[config.mk]
export PLATFORM = sky130hd
export DESIGN_NAME = spi_le_slave
export DESIGN_NICKNAME = d
export VERILOG_FILES = /design/src/rtl/spi_pkg.sv /design/src/rtl/spi_sync_edge.sv /design/src/rtl/spi_le_slave.sv
export SDC_FILE = /design/constraint.sdc
export NUM_CORES = 1
export LEC_CHECK = 0
export CORE_MARGIN = 8
export CORE_UTILIZATION = 53
export DETAILED_ROUTE_END_ITERATION = 10
export PLACE_DENSITY = 0.79
export SYNTH_ARGS = -nofsm -noshare
export SYNTH_HDL_FRONTEND = slang
export SYNTH_HIERARCHICAL = 1
export SYNTH_SLANG_ARGS = --single-unit
[constraint.sdc]
create_clock -name clk -period 2.25 [get_ports clk]
set_input_delay 0.225 -clock clk [delete_from_list [all_inputs] [get_ports clk]]
set_output_delay 0.225 -clock clk [all_outputs]
set_load 0.05 [all_outputs]
[src/rtl/spi_pkg.sv]
// rtl/spi_pkg.sv - shared SPI link state encoding, counter width and mode constants
package spi_pkg;

  localparam int BIT_CNT_W = 8;

  // Mode 0 link: sclk idles low, data sampled on the rising edge.
  localparam logic SPI_CPOL = 1'b0;
  localparam logic SPI_CPHA = 1'b0;

  typedef enum logic [1:0] {
    ST_IDLE  = 2'd0,
    ST_SHIFT = 2'd1,
    ST_DONE  = 2'd2
  } spi_state_e;

  function automatic logic [BIT_CNT_W-1:0] sat_inc(input logic [BIT_CNT_W-1:0] cnt,
                                                   input logic [BIT_CNT_W-1:0] limit);
    return (cnt >= limit) ? limit : cnt + 1'b1;
  endfunction

endpackage

[src/rtl/spi_sync_edge.sv]
// rtl/spi_sync_edge.sv - multi-stage input synchronizer with rise/fall pulses
module spi_sync_edge #(
  parameter int   STAGES    = 2,
  parameter logic RESET_VAL = 1'b0
) (
  input  logic clk_i,
  input  logic rst_i,
  input  logic d_i,
  output logic q_o,
  output logic rise_o,
  output logic fall_o
);

  logic [STAGES-1:0] sync_q;
  logic              prev_q;

  always_ff @(posedge clk_i) begin
    if (rst_i) begin
      sync_q <= {STAGES{RESET_VAL}};
      prev_q <= RESET_VAL;
    end else begin
      sync_q <= {sync_q[STAGES-2:0], d_i};
      prev_q <= sync_q[STAGES-1];
    end
  end

  assign q_o    = sync_q[STAGES-1];
  assign rise_o = sync_q[STAGES-1] & ~prev_q;
  assign fall_o = ~sync_q[STAGES-1] & prev_q;

endmodule

[src/rtl/spi_le_slave.sv]
// rtl/spi_le_slave.sv - oversampled mode-0 SPI responder; SPI_LE_TIMEOUT_EN adds an in-frame idle abort
module spi_le_slave
  import spi_pkg::*;
#(
  parameter int DATA_DEPTH     = 16,
  parameter int SYNC_STAGES    = 2,
  parameter int TIMEOUT_CYCLES = 1024
) (
  input  logic                  clk,
  input  logic                  rst,
  input  logic                  spi_sclk,
  input  logic                  spi_mosi,
  input  logic                  spi_le,
  output logic                  spi_miso,
  input  logic [DATA_DEPTH-1:0] tx_data,
  input  logic                  tx_load,
  output logic                  tx_busy,
  output logic [DATA_DEPTH-1:0] rx_data,
  output logic [BIT_CNT_W-1:0]  rx_count,
  output logic                  rx_valid,
  output logic                  rx_err
);

  localparam logic [BIT_CNT_W-1:0] CNT_MAX = BIT_CNT_W'(DATA_DEPTH + 1);
  localparam logic [BIT_CNT_W-1:0] CNT_LIM = BIT_CNT_W'(DATA_DEPTH);

  logic sclk_sync, sclk_rise, sclk_fall;
  logic mosi_sync, mosi_rise, mosi_fall;
  logic le_sync, le_rise, le_fall;
  logic sample_edge, shift_edge;

  spi_sync_edge #(.STAGES(SYNC_STAGES), .RESET_VAL(SPI_CPOL)) u_sync_sclk (
    .clk_i(clk), .rst_i(rst), .d_i(spi_sclk),
    .q_o(sclk_sync), .rise_o(sclk_rise), .fall_o(sclk_fall)
  );

  spi_sync_edge #(.STAGES(SYNC_STAGES), .RESET_VAL(1'b0)) u_sync_mosi (
    .clk_i(clk), .rst_i(rst), .d_i(spi_mosi),
    .q_o(mosi_sync), .rise_o(mosi_rise), .fall_o(mosi_fall)
  );

  spi_sync_edge #(.STAGES(SYNC_STAGES), .RESET_VAL(1'b1)) u_sync_le (
    .clk_i(clk), .rst_i(rst), .d_i(spi_le),
    .q_o(le_sync), .rise_o(le_rise), .fall_o(le_fall)
  );

  assign sample_edge = SPI_CPHA ? sclk_fall : sclk_rise;
  assign shift_edge  = SPI_CPHA ? sclk_rise : sclk_fall;

  spi_state_e            state_q, state_d;
  logic [DATA_DEPTH-1:0] tx_sr_q, tx_sr_d;
  logic [DATA_DEPTH-1:0] rx_sr_q, rx_sr_d;
  logic [BIT_CNT_W-1:0]  bit_cnt_q, bit_cnt_d;
  logic [DATA_DEPTH-1:0] rx_data_q, rx_data_d;
  logic [BIT_CNT_W-1:0]  rx_count_q, rx_count_d;
  logic                  rx_valid_q, rx_valid_d;
  logic                  rx_err_q, rx_err_d;
  logic                  tx_busy_q, tx_busy_d;

`ifdef SPI_LE_TIMEOUT_EN
  localparam int TO_W = $clog2(TIMEOUT_CYCLES + 1);
  localparam logic [TO_W-1:0] TO_LAST = TO_W'(TIMEOUT_CYCLES - 1);
  logic [TO_W-1:0] to_q, to_d;
  logic unused_sync;
  assign unused_sync = ^{sclk_sync, le_sync, mosi_rise, mosi_fall};
`else
  logic unused_sync;
  assign unused_sync = ^{sclk_sync, le_sync, mosi_rise, mosi_fall} ^ (TIMEOUT_CYCLES > 0);
`endif

  always_comb begin
    state_d    = state_q;
    tx_sr_d    = tx_sr_q;
    rx_sr_d    = rx_sr_q;
    bit_cnt_d  = bit_cnt_q;
    rx_data_d  = rx_data_q;
    rx_count_d = rx_count_q;
    rx_valid_d = 1'b0;
    rx_err_d   = 1'b0;
    tx_busy_d  = tx_busy_q;
`ifdef SPI_LE_TIMEOUT_EN
    to_d       = to_q;
`endif
    case (state_q)
      ST_IDLE: begin
        // A load coinciding with the frame start loses: the frame keeps the old word.
        if (le_fall) begin
          state_d   = ST_SHIFT;
          bit_cnt_d = '0;
          rx_sr_d   = '0;
          tx_busy_d = 1'b1;
`ifdef SPI_LE_TIMEOUT_EN
          to_d      = '0;
`endif
        end else if (tx_load) begin
          tx_sr_d = tx_data;
        end
      end
      ST_SHIFT: begin
        if (sample_edge) begin
          rx_sr_d   = {rx_sr_q[DATA_DEPTH-2:0], mosi_sync};
          bit_cnt_d = sat_inc(bit_cnt_q, CNT_MAX);
        end
        if (shift_edge) begin
          tx_sr_d = {tx_sr_q[DATA_DEPTH-2:0], 1'b0};
        end
        if (le_rise) begin
          state_d = ST_DONE;
        end
`ifdef SPI_LE_TIMEOUT_EN
        if (sclk_rise || sclk_fall) begin
          to_d = '0;
        end else if (to_q == TO_LAST) begin
          // Stalled frame: drop it; the trailing le rise then lands in IDLE and is ignored.
          rx_err_d  = 1'b1;
          state_d   = ST_IDLE;
          tx_busy_d = 1'b0;
          to_d      = '0;
        end else begin
          to_d = to_q + 1'b1;
        end
`endif
      end
      ST_DONE: begin
        state_d   = ST_IDLE;
        tx_busy_d = 1'b0;
        if (bit_cnt_q > CNT_LIM) begin
          rx_err_d = 1'b1;
        end else if (bit_cnt_q != '0) begin
          rx_data_d  = rx_sr_q;
          rx_count_d = bit_cnt_q;
          rx_valid_d = 1'b1;
        end
      end
      default: begin
        state_d   = ST_IDLE;
        tx_busy_d = 1'b0;
      end
    endcase
  end

  always_ff @(posedge clk) begin
    if (rst) begin
      state_q    <= ST_IDLE;
      tx_sr_q    <= '0;
      rx_sr_q    <= '0;
      bit_cnt_q  <= '0;
      rx_data_q  <= '0;
      rx_count_q <= '0;
      rx_valid_q <= 1'b0;
      rx_err_q   <= 1'b0;
      tx_busy_q  <= 1'b0;
`ifdef SPI_LE_TIMEOUT_EN
      to_q       <= '0;
`endif
    end else begin
      state_q    <= state_d;
      tx_sr_q    <= tx_sr_d;
      rx_sr_q    <= rx_sr_d;
      bit_cnt_q  <= bit_cnt_d;
      rx_data_q  <= rx_data_d;
      rx_count_q <= rx_count_d;
      rx_valid_q <= rx_valid_d;
      rx_err_q   <= rx_err_d;
      tx_busy_q  <= tx_busy_d;
`ifdef SPI_LE_TIMEOUT_EN
      to_q       <= to_d;
`endif
    end
  end

  assign spi_miso = tx_sr_q[DATA_DEPTH-1];
  assign tx_busy  = tx_busy_q;
  assign rx_data  = rx_data_q;
  assign rx_count = rx_count_q;
  assign rx_valid = rx_valid_q;
  assign rx_err   = rx_err_q;

endmodule

# Word-level counts from Yosys, hierarchy flattened
# Index checks and enable logic that the tools add are counted.
# totals
romBits,0
mem_count,0
elab_cells,64
latchBits,0
mem_bits_rw,0
regBits,77
# op_classes
bitwise_logic,11
mux,18
eq_ne,8
add_sub_neg,1
order_cmp,2
n_reduce_logical,10
n_shift,0
multipliers,0
n_div,0
# op_table
cell,n
two-way mux 16 bit,5
one-hot mux 16 bit (2 select lines),2
two-way mux 8 bit,3
one-hot mux 8 bit (2 select lines),1
!= test 2 bit (second input constant),6
adder 8 x 1 -> 8 bit (second input constant),1
greater-or-equal comparator 8 x 5 -> 1 bit (second input constant),1
> comparator 8 x 5 -> 1 bit (second input constant),1
nonzero test 8 bit,1
inverter 1 bit,7
AND reduction 3 bit,2
bitwise AND 1 bit,4
two-way mux 2 bit,2
one-hot mux 2 bit (2 select lines),1
AND reduction 2 bit,2
AND reduction 4 bit,1
two-way mux 1 bit,3
OR reduction 3 bit,1
equality test 2 x 1 -> 1 bit (second input constant),1
equality test 2 bit (second input constant),1
zero test 2 bit,1
one-hot mux 1 bit (2 select lines),1
nonzero test 2 bit,1
OR reduction 2 bit,1

# Logic depth before layout (Yosys ltp)
# depth
depth_word,4
depth_mapped,7
depth_no_buf,6

# By module
# Netlist, hierarchy kept.
# modules_own_cells
module,n_inst,area_per_inst_um2,cells_per_inst
spi_le_slave,1,2885.3,315
spi_sync_edge (u_sync_mosi ...),2,91.3,8
spi_sync_edge (u_sync_le),1,92.6,8

# Worst setup path after synthesis
# Ideal clock, no wire load.
# synth_path
kind,register -> register
startpoint,reg bit_cnt_q[0]
endpoint,"reg rx_count_q[4], in the netlist rx_count[4]"
n_path_buf,1
setup_ns,0.072
required_ns,2.178
arrival_ns,1.813
path_stages_with_launch,8
path_slack_ns,0.366
path_cell_list,dfxtp_1 -> inv_1 -> ha_1 -> or3b_1 -> xnor2_2 -> nor3_4 -> buf_6 -> mux2i_1
# synth_between
elab_chain_cells,3
# synth_lines
item,line_no,rtl
"start, declared",spi_le_slave.sv:53,"logic [BIT_CNT_W-1:0] bit_cnt_q, bit_cnt_d;"
"start signal, assigned",spi_le_slave.sv:160,bit_cnt_q <= bit_cnt_d;
> comparator 8 x 5 -> 1 bit,spi_le_slave.sv:127,if (bit_cnt_q > CNT_LIM) begin
inverter 1 bit (no source line),-,
AND reduction 3 bit (no source line) (*),-,
"end signal, assigned",spi_le_slave.sv:162,rx_count_q <= rx_count_d;
"end, declared",spi_le_slave.sv:55,"logic [BIT_CNT_W-1:0] rx_count_q, rx_count_d;"
# Every way passes the cells marked *; elsewhere a longest branch is shown, timed or not.
# A chain may end at the register's enable or synchronous reset.

# Worst setup path after layout
# layout_path
startpoint,reg bit_cnt_q[0]
endpoint,"reg rx_data_q[7], in the netlist rx_data[7]"
# layout_between
elab_chain_cells,3
# layout_lines
item,line_no,rtl
> comparator 8 x 5 -> 1 bit,spi_le_slave.sv:127,
inverter 1 bit (no source line),-,
AND reduction 3 bit (no source line) (*),-,
"end signal, assigned",spi_le_slave.sv:161,rx_data_q <= rx_data_d;
"end, declared",spi_le_slave.sv:54,"logic [DATA_DEPTH-1:0] rx_data_q, rx_data_d;"
# Marks and branches as above.

==> results.rst <==
.. list-table::
   :header-rows: 1

   * - Metric
     - Value
   * - Clock latency on the worst-skew pair
     - between 0.3 and 0.4 ns
   * - Period utilization
     - 0.857
   * - Leakage
     - 1.34 nW
   * - Number of buffers created by CTS
     - 9
   * - Maximum clock insertion buffer count
     - 2
   * - Number of buffers inserted by hold repair at cts
     - 0
   * - Std cell rows
     - 28
   * - Number of I/O port buffers
     - 49
   * - Antenna Cells
     - 0
   * - Class of the most critical hold timing path
     - in -> reg
   * - Combinational share of power
     - 0.068
   * - Fraction of layout instances using a drive strength above 1
     - 0.0703
   * - Path depth of the worst reg2reg path
     - 7
   * - Endpoint class of the critical path
     - register
   * - Power per cell area
     - slightly above 700 mW/mm2
   * - Worst Hold Slack
     - 0.316 ns
   * - Maximum vdd ir drop
     - 427 uV
   * - Setup slack on the worst flop-to-flop path
     - 0.32 ns
   * - Post-cts resize count
     - 0
   * - Outcome
     - completed
   * - Buffer count from post-CTS setup fixing
     - 0
   * - Sinks on the clock net
     - 77
   * - Power Total
     - between 2 and 3 mW
   * - Number of slew-limit violations in the final report
     - 0
   * - NetSw
     - slightly above 0.6 mW
   * - Dpl hpwl
     - between 4000 and 5000 um
   * - Startpoint of the most critical setup path
     - bit_cnt_q[0]$_SDFFE_PP0P_
   * - Yosys warnings
     - 6
   * - Clock period minus final worst setup slack
     - 1.93 ns
   * - Initial core utilization
     - 0.537
   * - Wire per inst
     - 13.7 um
   * - CTS H-Tree Depth
     - 3
   * - GRT Total Usage
     - 0.155
   * - Total number of vias
     - 2,384
   * - Upper clock frequency limit
     - just over 0.5 GHz
   * - Total overflow reported by the global router
     - 0
   * - Io pins
     - 50
   * - Clock tree from TritonCTS
     - built
   * - Synth Net Count
     - 360
   * - Die X
     - 92.7 um
   * - Cell area after synthesis
     - approximately 0.0031 mm2
   * - Die Ht
     - 92.7 um
   * - Routed via count divided by cell count
     - around 5.2
   * - Cells after Synth
     - 335
   * - Pre-CTS worst setup slack
     - 0.327 ns
   * - Hold Vio Cnt, Final
     - 0
   * - Gp weighted congestion
     - a little under 0.8
   * - Via count of the first global-routing pass
     - ~2,400
   * - Setup-failing EPs final
     - 0
   * - Number of fillers in the final layout
     - 491
   * - P_int
     - roughly 2.2 mW
   * - CP Data Required Time
     - 2.52 ns
   * - Actual slew at the worst max-slew pin
     - 0.527 ns
   * - DR pass1 iterations
     - 4
   * - Portion of total power attributed to sequential cells
     - 0.500
   * - First-pass GRT wire length
     - 10,700 um
   * - Synth-to-Final Area Change
     - 24.8%
   * - R2r endpoint
     - rx_data[7]$_SDFFE_PP0P_
   * - Number of antenna violations at the first check in global routing
     - 0
   * - Number of nets with antenna violations after detailed routing
     - 0
   * - Type of origin of the critical path
     - register
   * - 1st-iter DRT viols
     - 99
   * - Unrepaired setup endpoints after global routing
     - false
   * - Average size of a mapped cell
     - 9.32 um2
   * - Clock root cell
     - sky130_fd_sc_hd__clkbuf_8
   * - Largest net degree at the start of global routing
     - 38
   * - Net total in the final layout
     - 404
   * - Die area
     - about 0.0086 mm2
   * - Largest clock skew in the final design
     - 0.00916 ns
   * - Sum of negative setup slack
     - 0 ns
   * - Net Sw Frac
     - 0.214
   * - Hold EP
     - rx_sr_q[10]$_SDFFE_PP0P_
   * - Reg2Reg Launch Point
     - bit_cnt_q[0]$_SDFFE_PP0P_
   * - Max_cap viols
     - 0
   * - DR DRC count
     - 0
   * - Register area
     - 0.00154 mm2
   * - Placeable core area
     - slightly below 0.006 mm2
   * - Largest fanout of any net on the critical path
     - 24
   * - Worst Hold Launch
     - rst
   * - Number of cells traversed by the worst hold path
     - 2
   * - Area taken by multi-input logic gates
     - 0.00145 mm2
   * - Clock power frac
     - 0.432
   * - Post-CTS clock slew at the launch and capture registers of the worst setup and hold paths
     - about 0.080 ns
   * - Critical path type
     - reg -> reg
   * - Tightest slew margin relative to the limit
     - 0.648
   * - Worst path arrival time
     - about 2.2 ns
   * - DRT Wirelength
     - between 6000 and 7000 um
   * - Final Worst Setup Slack
     - 0.321 ns
==> metrics by stage <==
stage	cells	instance area (um2)	utilization
global route	459	3890	0.670
finish	459	3890	0.670
floorplan	335	3120	-
global placement	443	3660	0.629
detailed placement	443	3660	0.629
CTS	459	3890	0.670
==> worst max path at each step <==
| stage | endpoint | slack [ns] | depth (start not counted) |
|---|---|---|---|
| 3_3_place_gp | bit_cnt_q[7]$_SDFFE_PP0P_ | 0.43 | 5 |
| 4_1_cts | rx_data[7]$_SDFFE_PP0P_ | 0.32 | 7 |
| 3_5_place_dp | rx_data[7]$_SDFFE_PP0P_ | 0.33 | 7 |
| 2_1_floorplan | rx_count[4]$_SDFFE_PP0P_ | 0.37 | 7 |
| 6_report | rx_data[7]$_SDFFE_PP0P_ | 0.32 | 7 |
| 5_1_grt | rx_count[3]$_SDFFE_PP0P_ | 0.19 | 7 |
==> cell usage in the layout, fill, tap and decap left out, types with 4 or more instances in the layout <==
cell type and n:
sky130_fd_sc_hd__a21oi_1 8, sky130_fd_sc_hd__a22oi_1 14, sky130_fd_sc_hd__a311oi_1 15, sky130_fd_sc_hd__buf_4 7
sky130_fd_sc_hd__clkbuf_8 9, sky130_fd_sc_hd__clkdlybuf4s50_1 48, sky130_fd_sc_hd__dfxtp_1 77, sky130_fd_sc_hd__mux2i_1 22
sky130_fd_sc_hd__nand2_1 39, sky130_fd_sc_hd__nand2b_1 43, sky130_fd_sc_hd__nor2_1 38, sky130_fd_sc_hd__nor2b_1 9
sky130_fd_sc_hd__nor3b_1 6, sky130_fd_sc_hd__or2_1 4, sky130_fd_sc_hd__xnor2_1 4
==> registers in the layout, summed over array words and instances, names as in the netlist <==
register and flops:
tx_sr_q 16, u_sync_le/prev_q 1, state_q 2, rx_count 8
rx_data 16, u_sync_sclk/prev_q 1, rx_valid 1, rx_sr_q 16
bit_cnt_q 8, u_sync_sclk/sync_q 2, u_sync_mosi/sync_q 2, tx_busy 1
u_sync_le/sync_q 2, rx_err 1
==> per-layer routing <==
| layer | part of all wire | up-vias | global-route usage |
|---|---|---|---|
| li1 | - | 1219 | - |
| met1 | 0.47 | 1095 | 0.173 |
| met2 | 0.46 | 59 | 0.251 |
| met3 | 0.057 | 11 | 0.0502 |
| met4 | 0.022 | 0 | 0.0966 |
| met5 | 0 | - | 0 |
==> area by class of cell <==
| class | instances | area share |
|---|---|---|
| flip-flops and latches | 77 | 0.396 |
| multi-input cells | 231 | 0.373 |
| repair buffers | 57 | 0.143 |
| clock buffers | 10 | 0.0328 |
| clock inverters | 6 | 0.0286 |
| well taps | 75 | 0.0241 |
| inverters | 3 | 0.00289 |
==> worst max-delay path, stage by stage (launching register included) <==
cell and delay, ns:
sky130_fd_sc_hd__dfxtp_1 0.36, sky130_fd_sc_hd__inv_1 0.10, sky130_fd_sc_hd__ha_1 0.13, sky130_fd_sc_hd__or3b_1 0.41
sky130_fd_sc_hd__xnor2_2 0.18, sky130_fd_sc_hd__nor3_4 0.21, sky130_fd_sc_hd__buf_12 0.22, sky130_fd_sc_hd__mux2i_1 0.23
==> power groups by stage <==
stage / Combinational [mW] / Clock [mW] / Sequential [mW]
finish: 0.191 / 1.22 / 1.42
global route: 0.212 / 1.32 / 1.42
CTS: 0.193 / 1.26 / 1.41
floorplan: 0.115 / 0 / 1.45
global placement: 0.188 / 0 / 1.44
detailed placement: 0.191 / 0 / 1.45
(Power assumes the default switching activity.)
